File: config.mk
export PLATFORM = sky130hd
export DESIGN_NAME = spi_stream_arbiter
export DESIGN_NICKNAME = d
export VERILOG_FILES = /design/src/rtl/spi_stream_arbiter.sv
export SDC_FILE = /design/constraint.sdc
export NUM_CORES = 1
export LEC_CHECK = 0
export ABC_AREA = 1
export CAP_MARGIN = 15
export CORE_ASPECT_RATIO = 0.6
export CORE_MARGIN = 8
export CORE_UTILIZATION = 42
export DETAILED_ROUTE_END_ITERATION = 16
export PLACE_DENSITY = 0.8
export SLEW_MARGIN = 10
export SYNTH_ARGS = -nofsm -noshare
export SYNTH_HDL_FRONTEND = slang
export SYNTH_SLANG_ARGS = --single-unit
export TNS_END_PERCENT = 20
File: constraint.sdc
create_clock -name clk -period 1.79 [get_ports clk]
set_input_delay 0.358 -clock clk [delete_from_list [all_inputs] [get_ports clk]]
set_output_delay 0.358 -clock clk [all_outputs]
set_load 0.05 [all_outputs]
File: src/rtl/spi_stream_arbiter.sv
// Round-robin, frame-granular arbiter sharing one spi_master byte stream among N_REQ requesters.
// Define SPI_ARB_TIMEOUT_EN to add the stalled-owner timeout that forces a grant release.
module spi_stream_arbiter #(
  parameter int N_REQ          = 2,
  parameter int GAP_CYCLES     = 4,
  parameter int TIMEOUT_CYCLES = 1024
) (
  input  logic               clk,
  input  logic               rst_n,
  input  logic [N_REQ*8-1:0] req_data,
  input  logic [N_REQ-1:0]   req_valid,
  input  logic [N_REQ-1:0]   req_last,
  input  logic [N_REQ-1:0]   req_dc,
  output logic [N_REQ-1:0]   req_ready,
  output logic [7:0]         m_data,
  output logic               m_valid,
  input  logic               m_ready,
  output logic               spi_dc,
  output logic [N_REQ-1:0]   grant,
  output logic               busy,
  output logic               timeout
);

  localparam int PTR_W = (N_REQ > 1) ? $clog2(N_REQ) : 1;

  if (N_REQ < 2 || N_REQ > 8 || GAP_CYCLES < 0 || GAP_CYCLES > 65535 ||
      TIMEOUT_CYCLES < 1 || TIMEOUT_CYCLES > 65535) begin : g_bad_param
    $error("spi_stream_arbiter: illegal parameter value");
  end

  typedef enum logic [1:0] {ST_IDLE, ST_GRANT, ST_GAP} state_e;

  state_e             state_q, state_d;
  logic [N_REQ-1:0]   grant_q, grant_d;
  logic [PTR_W-1:0]   rr_ptr_q, rr_ptr_d;
  logic [PTR_W-1:0]   owner_q, owner_d;
  logic [15:0]        gap_cnt_q, gap_cnt_d;
  logic               spi_dc_q, spi_dc_d;
  logic [PTR_W-1:0]   pick_idx;
  logic [PTR_W-1:0]   owner_next;
  logic               frame_end;
`ifdef SPI_ARB_TIMEOUT_EN
  logic [15:0]        stall_cnt_q, stall_cnt_d;
  logic               timeout_q, timeout_d;
`endif

  // Lowest requester at or above rr_ptr wins; otherwise wrap to the lowest overall.
  always_comb begin
    pick_idx = '0;
    for (int j = N_REQ - 1; j >= 0; j--) begin
      if (req_valid[j]) pick_idx = PTR_W'(j);
    end
    for (int j = N_REQ - 1; j >= 0; j--) begin
      if (req_valid[j] && (PTR_W'(j) >= rr_ptr_q)) pick_idx = PTR_W'(j);
    end
  end

  assign owner_next = (owner_q == PTR_W'(N_REQ - 1)) ? '0 : owner_q + PTR_W'(1);

  // Gated by rst_n so nothing is handed over during the reset cycle itself.
  always_comb begin
    req_ready = '0;
    m_data    = '0;
    m_valid   = 1'b0;
    if (rst_n && state_q == ST_GRANT) begin
      m_data    = req_data[{owner_q, 3'b000} +: 8];
      m_valid   = req_valid[owner_q];
      req_ready = grant_q & {N_REQ{m_ready}};
    end
  end

  always_comb begin
    // NOTE: every variable gets a default first, so no path can infer a latch.
    state_d   = state_q;
    grant_d   = grant_q;
    rr_ptr_d  = rr_ptr_q;
    owner_d   = owner_q;
    gap_cnt_d = gap_cnt_q;
    spi_dc_d  = spi_dc_q;
    frame_end = 1'b0;
`ifdef SPI_ARB_TIMEOUT_EN
    stall_cnt_d = stall_cnt_q;
    timeout_d   = 1'b0;
`endif
    case (state_q)
      ST_IDLE: begin
`ifdef SPI_ARB_TIMEOUT_EN
        stall_cnt_d = '0;
`endif
        if (|req_valid) begin
          owner_d = pick_idx;
          grant_d = N_REQ'(1) << pick_idx;
          state_d = ST_GRANT;
        end
      end
      ST_GRANT: begin
        if (req_valid[owner_q] && m_ready) begin
          spi_dc_d  = req_dc[owner_q];
          frame_end = req_last[owner_q];
        end
`ifdef SPI_ARB_TIMEOUT_EN
        if (req_valid[owner_q]) begin
          stall_cnt_d = '0;
        end else if (stall_cnt_q == 16'(TIMEOUT_CYCLES - 1)) begin
          frame_end = 1'b1;
          timeout_d = 1'b1;
        end else begin
          stall_cnt_d = stall_cnt_q + 16'd1;
        end
`endif
        if (frame_end) begin
          grant_d  = '0;
          rr_ptr_d = owner_next;
          if (GAP_CYCLES == 0) begin
            state_d = ST_IDLE;
          end else begin
            state_d   = ST_GAP;
            gap_cnt_d = 16'(GAP_CYCLES - 1);
          end
        end
      end
      ST_GAP: begin
        if (gap_cnt_q == '0) state_d = ST_IDLE;
        else                 gap_cnt_d = gap_cnt_q - 16'd1;
      end
      default: state_d = ST_IDLE;
    endcase
  end

  always_ff @(posedge clk) begin
    // NOTE: non-blocking updates, so every register sees pre-edge values of the others.
    if (!rst_n) begin
      state_q   <= ST_IDLE;
      grant_q   <= '0;
      rr_ptr_q  <= '0;
      owner_q   <= '0;
      gap_cnt_q <= '0;
      spi_dc_q  <= 1'b0;
`ifdef SPI_ARB_TIMEOUT_EN
      stall_cnt_q <= '0;
      timeout_q   <= 1'b0;
`endif
    end else begin
      state_q   <= state_d;
      grant_q   <= grant_d;
      rr_ptr_q  <= rr_ptr_d;
      owner_q   <= owner_d;
      gap_cnt_q <= gap_cnt_d;
      spi_dc_q  <= spi_dc_d;
`ifdef SPI_ARB_TIMEOUT_EN
      stall_cnt_q <= stall_cnt_d;
      timeout_q   <= timeout_d;
`endif
    end
  end

  assign grant  = grant_q;
  assign spi_dc = spi_dc_q;
  assign busy   = rst_n && (state_q != ST_IDLE);
`ifdef SPI_ARB_TIMEOUT_EN
  assign timeout = timeout_q;
`else
  assign timeout = 1'b0;
`endif

endmodule

==> summary.txt <==
Synth
  – Unique masters post-synth: 23
  – Compound-Gate Fraction of Synth Area: 0.126
  – Post-Syn Nets: 258
  – Post-Syn Area: 1400 µm²
  – Largest family of logic cells by synthesized area: simple AND/OR/NAND/NOR gates
  – Yosys Warn Count: 0
  – Post-Synth Adder-Cell Area: 0.00894
  – Post-Synth XOR/XNOR Area: 0
  – Post-synthesis mux area share: 0
  – Synthesized area per cell: 6.03 µm²
  – Syn Inst Count: 232
  – Seq cells post-synth: 23
  – Sequential fraction of the synthesis area: 0.329
  – Area share of and/or/nand/nor cells after synthesis: 0.439

STA
  – Max Freq: 569 MHz
  – Tmin final: 1.76 ns
  – Final setup fails: 0
  – Period utilization: 0.981
  – Relative slew margins: 0.556
  – Worst-Margin Slew: 0.664 ns
  – Clock skew: 0.00202 ns
  – Slew Viols, Final: 0
  – Final Hold Viols: 0
  – Final WS setup: 0.0339 ns

Worst setup path
  – Critical path class: in2out
  – CP required: 1.43 ns
  – Crit-path cells: clkdlybuf4s50_1 > nand2_1 > o21ai_4 > inv_2 > nor2_4 > buf_12
  – CP peak stage delay: 0.48 ns
  – Slowest cell on the critical path: clkdlybuf4s50_1
  – CP Capture Type: primary output
  – Crit-path max FO: 2
  – WP data arrival: 1.40 ns
  – Crit start category: input pin

Power
  – Tot Pwr: 1.44 mW
  – Standby leakage power: 0.997 nW
  – VDD IR max: 0.383 mV
  – Power per cell area: 671 nW/µm²

Floorplan
  – Core footprint: 3220 µm²
  – Die width: 90.5 µm
  – Die H: 60.7 µm
  – # IOs: 41
  – Die area: 5490 µm²
  – Starting Density: 0.434
  – Row cnt: 16

Placement
  – PortBufs: 39
  – Gpl congestion: 0.826
  – Post-place setup slack: -0.197 ns
  – Placed Instance Area: 2000 µm²
  – DP Cell Count: 322
  – Final HPWL DP: 3280 µm

Global route
  – Initial antenna violation count: 0
  – GRT overflow: 0
  – GRT Util Overall: 0.151
  – Largest net degree at the start of global routing: 26
  – Vias in the first global route: 1353
  – Global-route wire length before repair: 6710 µm

Routing
  – DRC viols: 0
  – Final WL: 4340 µm
  – Post-DRT Antenna Nets: 0
  – Starting DRT DRC Count: 109
  – WL/cell: 13.3 µm
  – Via Count: 1587
  – Vias per inst: 4.85
  – DRT Pass-1 Iters: 4

Clocking
  – Clk sinks: 23
  – Clk root buf: clkbuf_8
  – Htree depth: 1
  – Clock latency on the worst-skew pair: 0.26 ns
  – CTS buffer count: 3
  – Clock Tree Buf Depth: 2
  – Post-CTS Setup Bufs: 0
  – Hold_buf cts: 0
  – Clock transition at the registers of the reported paths: 0.08 ns
  – TritonCTS clock tree: yes

Outcome
  – Status: completed

Final layout
  – Final Non-Filler Cells: 327
  – Fin nets: 309
  – Sequential standard cell area: 462 µm²
  – Antenna diodes: 0
  – Post-route cell area: 2150 µm²
  – Layout cells sized above 1: 0.227
  – Multi-input gate area: 905 µm²
  – Layout fillers: 256
  – Layout area overhead: 53.7%

Job
  – Max Cap Viol: 0

Hold path
  – Worst min path class: reg2reg
-- cell type report --
| class | count | area share |
|---|---|---|
| timing repair buffer | 51 | 0.276 |
| tap | 45 | 0.0262 |
| clock buffer | 4 | 0.0210 |
| inverter | 23 | 0.0407 |
| sequential | 23 | 0.215 |
| multi-input combinational | 181 | 0.421 |
-- cell usage in the layout (no fill, tap or decap) --
cell | synthesis | final
nand2_1 | 67 | 66
nor2_1 | 51 | 47
dfxtp_1 | 23 | 22
clkdlybuf4s50_1 | 0 | 22
inv_1 | 21 | 19
a21oi_1 | 25 | 17
buf_4 | 2 | 15
nand3_1 | 12 | 12
buf_12 | 0 | 12
a21oi_2 | 0 | 8
o21ai_0 | 6 | 6
nor2_2 | 3 | 4
or2_2 | 4 | 4
inv_2 | 1 | 3
nor2_4 | 0 | 3
nand2_4 | 1 | 3
clkbuf_8 | 0 | 3
nand2_2 | 3 | 2
nor3_1 | 2 | 2
clkinv_2 | 0 | 1
o21ai_4 | 0 | 1
nand4_4 | 1 | 1
nand2_8 | 0 | 1
a31oi_2 | 1 | 1
and3_1 | 1 | 1
ha_2 | 0 | 1
conb_1 | 1 | 1
clkbuf_1 | 2 | 1
dlymetal6s2s_1 | 0 | 1
dlygate4sd2_1 | 0 | 1
dfxtp_2 | 0 | 1
-- report_power, final --
part	switching [mW]	internal [mW]
Combinational	0.327	0.229
Sequential	0.0266	0.539
Clock	0.161	0.159
Total	0.515	0.927
-- cell usage after synthesis, drive strengths merged --
cell	instances	area [µm²]
nor3	2	10.0
inv	22	82.6
nand2	71	282
nand4	1	21.3
nand3	12	60.1
dfxtp	23	460
o21ai	7	38.8
nor2	54	210
a21oi	25	125
or2	4	25.0
and3	1	6.26
ha	1	12.5
clkbuf	2	7.51
clkinv	1	3.75
a31oi	1	12.5
buf	4	37.5
conb	1	3.75
-- through the flow --
step	utilization	TNS (ns)	hold slack (ns)
floorplan	-	-2.19	0.449
global placement	0.622	-2.35	0.463
detailed placement	0.622	-3.04	0.459
CTS	0.652	0	0.469
global route	0.667	-0.0631	0.506
finish	0.667	0	0.467
-- worst paths after layout --
kind                                endpoint  slack [ns]  depth (start not counted)                      start
setup / recovery                     m_valid        0.03                          6               req_valid[1]
hold / removal           spi_dc$_SDFFE_PN0P_        0.47                          2        spi_dc$_SDFFE_PN0P_
setup reg to reg  gap_cnt_q[14]$_SDFFE_PN0P_        0.19                         11  gap_cnt_q[0]$_SDFFE_PN0P_
hold reg to reg          spi_dc$_SDFFE_PN0P_        0.47                          2        spi_dc$_SDFFE_PN0P_
-- logic make-up (layout without fill, tap and decap cells) --
family	count (synthesis)	count (layout)
buf+inv	29	78
fa+ha+maj	1	1
other cells	1	1
flops	23	23
simple gates	145	146
compound gates	33	33
-- what timing repair did --
action | CTS | global route
resized for setup | 18 | 10
gates cloned | 0 | 1
pin swaps | 0 | 2
setup endpoints to repair | 12 | 23
-- state kept, by name, indices dropped and copies added (netlist names) --
signal / count
gap_cnt_q: 16
grant: 2
state_q: 2
owner_q: 1
rr_ptr_q: 1
spi_dc: 1
-- critical path, delay by kind of cell --
family,cells,cell delay (ns)
buffers and inverters,3,0.70
and+or+nand+nor,2,0.24
AOI/OAI and AO/OA,1,0.10
-- layer usage --
layer,routed length (µm),up-vias,GRT usage
met3,215,3,0.0272
met2,1990,38,0.245
li1,-,825,-
met4,15,0,0.0282
met5,0,-,0
met1,2120,721,0.208
Note: power is estimated with default switching activity, not from simulation.
